===== src/rtl/brq_pkg.sv =====
// Shared types for the brq memory arbiter: requester IDs and lock FSM states.
package brq_pkg;

    typedef enum logic {
        ARB_SRC_INSTR = 1'b0,
        ARB_SRC_DATA  = 1'b1
    } arb_src_e;

    typedef enum logic {
        ARB_IDLE   = 1'b0,
        ARB_LOCKED = 1'b1
    } arb_state_e;

endpackage


===== src/rtl/brq_arb_id_fifo.sv =====
// In-order FIFO of requester IDs, one entry per outstanding downstream transaction.
module brq_arb_id_fifo
    import brq_pkg::*;
#(
    parameter int unsigned DEPTH = 2,
    localparam int unsigned PW = (DEPTH > 1) ? $clog2(DEPTH) : 1,
    localparam int unsigned CW = $clog2(DEPTH + 1)
) (
    input  logic          clock,
    input  logic          reset,
    input  logic          push,
    input  logic          pop,
    input  arb_src_e      wdata,
    output arb_src_e      rdata,
    output logic          full,
    output logic          empty,
    output logic [CW-1:0] count
);

    arb_src_e        mem_q [DEPTH];
    arb_src_e        mem_d [DEPTH];
    logic [PW-1:0]   wr_ptr_q, wr_ptr_d;
    logic [PW-1:0]   rd_ptr_q, rd_ptr_d;
    logic [CW-1:0]   count_q, count_d;

    always_comb begin
        mem_d    = mem_q;
        wr_ptr_d = wr_ptr_q;
        rd_ptr_d = rd_ptr_q;
        count_d  = count_q;
        if (push) begin
            mem_d[wr_ptr_q] = wdata;
            wr_ptr_d = (wr_ptr_q == PW'(DEPTH - 1)) ? '0 : wr_ptr_q + PW'(1);
        end
        if (pop) begin
            rd_ptr_d = (rd_ptr_q == PW'(DEPTH - 1)) ? '0 : rd_ptr_q + PW'(1);
        end
        if (push && !pop) begin
            count_d = count_q + CW'(1);
        end else if (!push && pop) begin
            count_d = count_q - CW'(1);
        end
    end

    always_ff @(posedge clock) begin
        if (reset) begin
            mem_q    <= '{default: ARB_SRC_INSTR};
            wr_ptr_q <= '0;
            rd_ptr_q <= '0;
            count_q  <= '0;
        end else begin
            mem_q    <= mem_d;
            wr_ptr_q <= wr_ptr_d;
            rd_ptr_q <= rd_ptr_d;
            count_q  <= count_d;
        end
    end

    assign rdata = mem_q[rd_ptr_q];
    assign full  = (count_q == CW'(DEPTH));
    assign empty = (count_q == '0);
    assign count = count_q;

endmodule


===== src/rtl/brq_mem_arbiter.sv =====
// Shares one req/gnt/rvalid memory port between brq_core instr and data sides.
// Define BRQ_ARB_ROUND_ROBIN_EN for round-robin; default is data-over-instr priority.
module brq_mem_arbiter
    import brq_pkg::*;
#(
    parameter int unsigned MAX_REQS = 2,
    parameter int unsigned AW       = 32,
    parameter int unsigned DW       = 32
) (
    input  logic            clock,
    input  logic            reset,
    input  logic            instr_req_i,
    output logic            instr_gnt_o,
    input  logic [AW-1:0]   instr_addr_i,
    output logic            instr_rvalid_o,
    output logic [DW-1:0]   instr_rdata_o,
    output logic            instr_err_o,
    input  logic            data_req_i,
    output logic            data_gnt_o,
    input  logic            data_we_i,
    input  logic [DW/8-1:0] data_be_i,
    input  logic [AW-1:0]   data_addr_i,
    input  logic [DW-1:0]   data_wdata_i,
    output logic            data_rvalid_o,
    output logic [DW-1:0]   data_rdata_o,
    output logic            data_err_o,
    output logic            req_o,
    input  logic            gnt_i,
    output logic            we_o,
    output logic [DW/8-1:0] be_o,
    output logic [AW-1:0]   addr_o,
    output logic [DW-1:0]   wdata_o,
    input  logic            rvalid_i,
    input  logic [DW-1:0]   rdata_i,
    input  logic            err_i,
    output logic            spurious_rsp_o
);

    localparam int unsigned CW = $clog2(MAX_REQS + 1);

    arb_state_e    state_q, state_d;
    arb_src_e      src_q, src_d;
    arb_src_e      sel_src;
    arb_src_e      head_src;
    logic          sel_req;
    logic          accept;
    logic          rsp_ok;
    logic          fifo_full;
    logic          fifo_empty;
    logic [CW-1:0] fifo_count;

`ifdef BRQ_ARB_ROUND_ROBIN_EN
    arb_src_e      rr_q, rr_d;
`endif

    always_comb begin
        state_d = state_q;
        src_d   = src_q;
        sel_src = src_q;
        unique case (state_q)
            ARB_IDLE: begin
`ifdef BRQ_ARB_ROUND_ROBIN_EN
                if (instr_req_i && data_req_i) begin
                    sel_src = rr_q;
                end else if (instr_req_i) begin
                    sel_src = ARB_SRC_INSTR;
                end else begin
                    sel_src = ARB_SRC_DATA;
                end
`else
                sel_src = (instr_req_i && !data_req_i) ? ARB_SRC_INSTR : ARB_SRC_DATA;
`endif
            end
            ARB_LOCKED: sel_src = src_q;
            default:    sel_src = src_q;
        endcase

        sel_req = (sel_src == ARB_SRC_DATA) ? data_req_i : instr_req_i;
        // full is taken from the registered count, so a same-cycle pop never frees a slot
        req_o   = sel_req && !fifo_full && !reset;
        accept  = req_o && gnt_i;

        if (state_q == ARB_IDLE && req_o && !gnt_i) begin
            state_d = ARB_LOCKED;
            src_d   = sel_src;
        end else if (state_q == ARB_LOCKED && accept) begin
            state_d = ARB_IDLE;
        end
    end

`ifdef BRQ_ARB_ROUND_ROBIN_EN
    always_comb begin
        rr_d = rr_q;
        if (accept) begin
            rr_d = (rr_q == ARB_SRC_DATA) ? ARB_SRC_INSTR : ARB_SRC_DATA;
        end
    end
`endif

    always_ff @(posedge clock) begin
        if (reset) begin
            state_q <= ARB_IDLE;
            src_q   <= ARB_SRC_DATA;
`ifdef BRQ_ARB_ROUND_ROBIN_EN
            rr_q    <= ARB_SRC_DATA;
`endif
        end else begin
            state_q <= state_d;
            src_q   <= src_d;
`ifdef BRQ_ARB_ROUND_ROBIN_EN
            rr_q    <= rr_d;
`endif
        end
    end

    always_comb begin
        instr_gnt_o = accept && (sel_src == ARB_SRC_INSTR);
        data_gnt_o  = accept && (sel_src == ARB_SRC_DATA);
        we_o        = 1'b0;
        be_o        = '0;
        addr_o      = '0;
        wdata_o     = '0;
        if (!reset) begin
            if (sel_src == ARB_SRC_DATA) begin
                we_o    = data_we_i;
                be_o    = data_be_i;
                addr_o  = data_addr_i;
                wdata_o = data_wdata_i;
            end else begin
                be_o    = '1;
                addr_o  = instr_addr_i;
            end
        end
    end

    always_comb begin
        rsp_ok         = rvalid_i && !fifo_empty && !reset;
        spurious_rsp_o = rvalid_i && fifo_empty && !reset;
        instr_rvalid_o = rsp_ok && (head_src == ARB_SRC_INSTR);
        data_rvalid_o  = rsp_ok && (head_src == ARB_SRC_DATA);
        instr_rdata_o  = instr_rvalid_o ? rdata_i : '0;
        instr_err_o    = instr_rvalid_o && err_i;
        data_rdata_o   = data_rvalid_o ? rdata_i : '0;
        data_err_o     = data_rvalid_o && err_i;
    end

    brq_arb_id_fifo #(
        .DEPTH (MAX_REQS)
    ) u_id_fifo (
        .clock (clock),
        .reset (reset),
        .push  (accept),
        .pop   (rsp_ok),
        .wdata (sel_src),
        .rdata (head_src),
        .full  (fifo_full),
        .empty (fifo_empty),
        .count (fifo_count)
    );

    // A locked requester must keep its request up until it is granted
    a_locked_req_held: assert property (@(posedge clock) disable iff (reset)
        (state_q == ARB_LOCKED) |->
        ((src_q == ARB_SRC_DATA) ? data_req_i : instr_req_i));

    a_count_bound: assert property (@(posedge clock) disable iff (reset)
        fifo_count <= CW'(MAX_REQS));

endmodule


===== config.mk =====
export PLATFORM = sky130hd
export DESIGN_NAME = brq_mem_arbiter
export DESIGN_NICKNAME = d
export VERILOG_FILES = /design/src/rtl/brq_pkg.sv /design/src/rtl/brq_arb_id_fifo.sv /design/src/rtl/brq_mem_arbiter.sv
export SDC_FILE = /design/constraint.sdc
export NUM_CORES = 1
export LEC_CHECK = 0
export CAP_MARGIN = 15
export CORE_AREA = 4 4 108 110
export DETAILED_ROUTE_END_ITERATION = 16
export DIE_AREA = 0 0 112 114
export PLACE_DENSITY_LB_ADDON = 0.3
export SLEW_MARGIN = 25
export SYNTH_ARGS = -nofsm -noshare
export SYNTH_HDL_FRONTEND = slang
export SYNTH_SLANG_ARGS = --single-unit

===== constraint.sdc =====
create_clock -name clock -period 2.02 [get_ports clock]
set_clock_uncertainty 0.05 [all_clocks]
set_input_delay 0.404 -clock clock [delete_from_list [all_inputs] [get_ports clock]]
set_output_delay 0.404 -clock clock [all_outputs]
set_load 0.01 [all_outputs]

Yosys cells after proc, flatten, opt, wreduce, memory -nomap -nowiden
Cells that the tools add are included.
{ "word_totals": {"register_bits": 8, "input_bits": 140} }
{ "classes": {"addsub": 4, "n_lt_le_gt_ge": 3, "n_eq_ne": 1, "mux": 25, "bitwise_logic": 5, "n_reduce_logical": 30} }
{ "ops": {"columns": ["op", "n"], "rows": [
  ["$mux W32", 6],
  ["$logic_and A1 B1 Y1", 20],
  ["$mux W1", 12],
  ["$mux W4", 2],
  ["$logic_not A1 Y1", 7],
  ["$ge A2 B2 Y1 const B", 2],
  ["$mux W2", 2],
  ["$not A1 Y2", 2],
  ["$reduce_bool A2 Y1", 2],
  ["$not A1 Y1", 3],
  ["$add A1 B1 Y1 const B", 2],
  ["$add A2 B1 Y2 const B", 1],
  ["$bwmux W2", 1],
  ["$eq A2 B2 Y1 const B", 1],
  ["$logic_not A2 Y1", 1],
  ["$lt A2 B1 Y1 const B", 1],
  ["$pmux W1 S2", 1],
  ["$sub A2 B1 Y2 const B", 1],
  ["$demux W1 S1", 1]
]} }

Depth between registers and ports, before layout
{ "logic_depth": {"word_depth": 12, "mapped_depth": 8, "depth_no_buf": 8} }

Hierarchy
From an unflattened synthesis, not the netlist that was laid out.
{ "hier_totals": {"hier_cells": 287, "area_unflattened_um2": 1796.7} }
{ "by_module_without_submodules": {"columns": ["mod", "instances", "cells_each", "area_each_um2", "seq_area_each_um2"], "rows": [
  ["brq_mem_arbiter", 1, 259, 1537.7, 40.0],
  ["brq_arb_id_fifo", 1, 28, 259.0, 120.1]
]} }

Least setup slack after synthesis
No wires, ideal clock.
{ "synth_path": {"kind": "reg-to-reg", "start": "register state_q", "end": "register u_id_fifo.count_q[1] (netlist: u_id_fifo.count[1])", "arrival_ps": 1966, "slack_ps": -67, "path_stages_with_launch": 8, "path_buffers": 0, "synth_period_minus_slack_ps": 2087, "cell_sequence": "dfxtp_1 nand2b_1 a311o_1 or2_2 inv_1 ha_1 or3_1 a21oi_1"} }
{ "synth_between": {"elab_chain_cells": 9, "elab_cells_between_ends": 11, "classes_between": "mux (3); bitwise (1); reduce/logical (7)"} }
{ "synth_rtl": {"columns": ["item", "line", "rtl"], "rows": [
  ["start, declared", "brq_mem_arbiter.sv:41", "arb_state_e state_q, state_d;"],
  ["start signal, assigned", "brq_mem_arbiter.sv:108", "state_q <= state_d;"],
  ["$not A1 Y1", "brq_mem_arbiter.sv:60", "unique case (state_q)"],
  ["$pmux W1 S2 (*)", "brq_mem_arbiter.sv:60", null],
  ["$mux W1 (*)", "brq_mem_arbiter.sv:78", "sel_req = (sel_src == ARB_SRC_DATA) ? data_req_i : instr_req_i;"],
  ["$logic_and A1 B1 Y1 (*) (2 in a row)", "brq_mem_arbiter.sv:80", "req_o = sel_req && !fifo_full && !reset;"],
  ["$logic_and A1 B1 Y1 (*)", "brq_mem_arbiter.sv:81", "accept = req_o && gnt_i;"],
  ["$logic_not A1 Y1", "brq_arb_id_fifo.sv:40", "end else if (!push && pop) begin"],
  ["$logic_and A1 B1 Y1", "brq_arb_id_fifo.sv:40", null],
  ["$reduce_bool A2 Y1 (no line)", null, null],
  ["end signal, assigned", "brq_arb_id_fifo.sv:55", "count_q <= count_d;"],
  ["end, declared", "brq_arb_id_fifo.sv:24", "logic [CW-1:0] count_q, count_d;"]
]} }
Mark *: on every way between the ends. The rest lies on a longest branch, timed or not.
A chain may end at the register's enable or synchronous reset.

Final worst setup path
{ "layout_path": {"start": "input port data_req_i", "end": "output port wdata_o[3]"} }
{ "layout_between": {"elab_chain_cells": 6} }
{ "layout_rtl": {"columns": ["item", "line", "rtl"], "rows": [
  ["start, declared", "brq_mem_arbiter.sv:18", "input logic data_req_i,"],
  ["$logic_not A1 Y1", "brq_mem_arbiter.sv:71", "sel_src = (instr_req_i && !data_req_i) ? ARB_SRC_INSTR : ARB_SRC_DATA;"],
  ["$logic_and A1 B1 Y1", "brq_mem_arbiter.sv:71", null],
  ["$mux W1", "brq_mem_arbiter.sv:71", null],
  ["$pmux W1 S2", "brq_mem_arbiter.sv:60", null],
  ["$mux W32", "brq_mem_arbiter.sv:124", "if (sel_src == ARB_SRC_DATA) begin"],
  ["$mux W32", "brq_mem_arbiter.sv:123", "if (!reset) begin"],
  ["end, declared", "brq_mem_arbiter.sv:32", "output logic [DW-1:0] wdata_o,"]
]} }
Every way passes these cells.

==> out/qor.txt <==
status: finished with violations
failing checks: negative setup slack
WL per Instance: 16.6 um
type of the tightest min-delay check: reg -> reg
VDD IR max: 0.177 mV
largest net degree at the start of global routing: 33
grt ovf: 0
cts bufs inserted: 3
endpoint type of the worst setup path: output pin
Worst EP arrival: 1640 ps
total net switching power: 0.000756 W
EDFF count, synth: 0
Fin. Hold Viols: 0
cts hold-fix bufs: 0
antenna violations before repair: 0
final worst setup slack: -72.7 ps
TritonRoute pass-1 iters: 4
DIE HEIGHT: 114 um
Synth area leaders: nand2_1, nor2_1, and2_1
Max-Cap Viols: 0
synthesized flop and latch total: 8
CTS tree: built
Area Growth Syn to Fin: 250%
R2R depth: 8
worst skew pair latency: 230 ps
vias in the first global route: 3642
via count: 3422
critical path type: in -> out
drt via density: 4.37
mapped cell area: 1580 um^2
Final Max Tran Viols: 0
combinational share of power: 0.798
Sw Ratio: 0.376
Nets: 786
clock slew at reported path FFs: 40 ps
first-pass GRT wire length: 18500 um
Syn. warnings: 0
Worst Hold Endpoint: u_id_fifo.wr_ptr_q
top-area cell type share of the netlist area: 0.231
Clk pwr share: 0.098
Total Wirelength: 13000 um
Int Power: 0.00126 W
reg2reg setup slack: 20 ps
Worst Hold Depth: 2
syn_nets: 458
RR Endpoint: u_id_fifo.count[1]
Slew headroom: 0.612
Sequential Power Share: 0.104
# IOs: 281
Initial Util: 0.147
core area: 10700 um^2
total power: 0.00201 W
First DRT Iteration DRCs: 119
Antenna Violating Nets Remaining: 0
commonest non-fill, non-tap cells in the layout: clkdlybuf4s50_1, buf_2, nor2_1
area leader, netlist: nand2_1
commonest non-fill, non-tap cell in the layout: clkdlybuf4s50_1
async set-reset flop share out of synthesis: 0
startpoint types: primary input
Hold Startpoint: u_id_fifo.wr_ptr_q
clk buf depth: 2
Post-Syn Instances: 317
Final Util: 0.516
CTS Sinks: 8
die area: 12800 um^2
Setup violations, final: 58
sequential element share of the synthesized area: 0.102
Setup WS pre-CTS: -702 ps
CP Data Required Time: 1570 ps
H-tree depth: 1
DR DRC count: 0
Least-Margin Pin Slew: 569 ps
ANT cells: 0
HPWL Detailed: 8420 um
Main synth FF type: dfxtp_1
most frequent CP cell: buf_6
CTS root buf: clkbuf_8
P_leak: 2.67 nW
global-route usage over all layers: 0.178
slowest stage delay, CP: 150 ps
achievable frequency: 478 MHz
fin crit share: 1.04
post-route minimum period: 2090 ps
layout cells sized above 1: 0.527
row count: 38
RD Place Congestion: 0.927
r2r startpoint: src_q
post-synth cell types: 28
critical-path cell list: buf_6 > nand2b_4 > o21ai_4 > buf_6 > buf_6 > nor2_4 > buf_12 > buf_16 > buf_6 > and2_4 > buf_6
Avg Cell Area, Syn: 4.97 um^2
port buffer count: 280
RSZ-0062 raised after global routing: yes
Crit-path slowest cell: o21ai_4
pwr/cell area: 365 nW/um^2
Worst Path Max Fanout: 8
Die Span X: 112 um
## layer usage
| layer | track usage | vias to the layer above | routed length [um] |
|---|---|---|---|
| li1 | - | 1643 | - |
| met1 | 0.179 | 1562 | 4470 |
| met2 | 0.348 | 188 | 6980 |
| met3 | 0.0568 | 29 | 1150 |
| met4 | 0.0577 | 0 | 402 |
| met5 | 0 | - | 0 |
## worst max path at each step
stage,startpoint,endpoint,depth (start not counted)
global route,src_q,wdata_o[3],10
CTS,data_req_i,addr_o[20],10
finish,data_req_i,wdata_o[3],11
floorplan,reset,u_id_fifo.count[1],7
global placement,reset,data_rvalid_o,7
detailed placement,reset,data_rvalid_o,7
## flip-flops by register name, indices dropped and copies added (netlist names)
name,count
u_id_fifo.count,2
u_id_fifo.mem_q,2
u_id_fifo.rd_ptr_q,1
state_q,1
u_id_fifo.wr_ptr_q,1
src_q,1
## layout make-up
type | count | area (um^2)
multi-input cells | 282 | 1810
clock buffers | 3 | 41.3
repair buffers | 346 | 3300
fillers | 1022 | 5180
flip-flops and latches | 8 | 170
well taps | 140 | 175
inverters | 4 | 17.5
## worst max-delay path, delay by kind of cell
kind | cells | cell delay (ps)
AND/OR/NAND/NOR | 3 | 300
AO/OA/AOI/OAI | 1 | 150
buffers and inverters | 7 | 770
## synthesized netlist by cell type (2+ instances only)
master    instances
clkbuf_1         20
buf_2             3
and2_1           33
a21oi_1          36
nand2b_1          3
nand2_1          97
nor2b_1           3
mux2_2            2
nor2_1           86
dfxtp_1           8
xor2_1            2
nor3_1            2
o21ai_0           4
inv_1             4
## kinds of logic (layout without fill, tap and decap cells)
| family | count (synthesis) | in the layout | synth area share |
|---|---|---|---|
| AO/OA/AOI/OAI | 42 | 42 | 0.138 |
| XOR/XNOR | 3 | 3 | 0.0167 |
| adder cells (fa/ha/maj) | 1 | 1 | 0.00794 |
| buffers and inverters | 28 | 353 | 0.0738 |
| flip-flops | 8 | 8 | 0.102 |
| multiplexers | 4 | 5 | 0.0302 |
| AND/OR/NAND/NOR | 231 | 231 | 0.632 |
## power by group through the flow
stage | Combinational, W | Sequential (W) | Clock (W)
floorplan | 0.000409 | 0.000198 | 0
global placement | 0.00114 | 0.000198 | 0
detailed placement | 0.00115 | 0.000199 | 0
CTS | 0.00139 | 0.000208 | 0.000203
global route | 0.00170 | 0.000213 | 0.000214
finish | 0.00160 | 0.000209 | 0.000198
## stage by stage
| stage | instance area, um^2 | setup TNS (ps) | hold WS, ps | instances |
|---|---|---|---|---|
| after floorplan | 1580 | 0 | 413 | 317 |
| after global placement | 4720 | -87020 | 421 | 738 |
| after detailed placement | 4720 | -90720 | 429 | 738 |
| after CTS | 4950 | -3470 | 434 | 778 |
| after global routing | 5520 | -6490 | 457 | 783 |
| final | 5520 | -1500 | 435 | 783 |
## what timing repair did
item                       4_1_cts  5_1_grt
gates cloned                    14        5
setup endpoints to repair      144      128
pin swaps                       35       59
gates resized for setup        634      142
buffers inserted                23        5
Power figures use the tool's default switching activity.
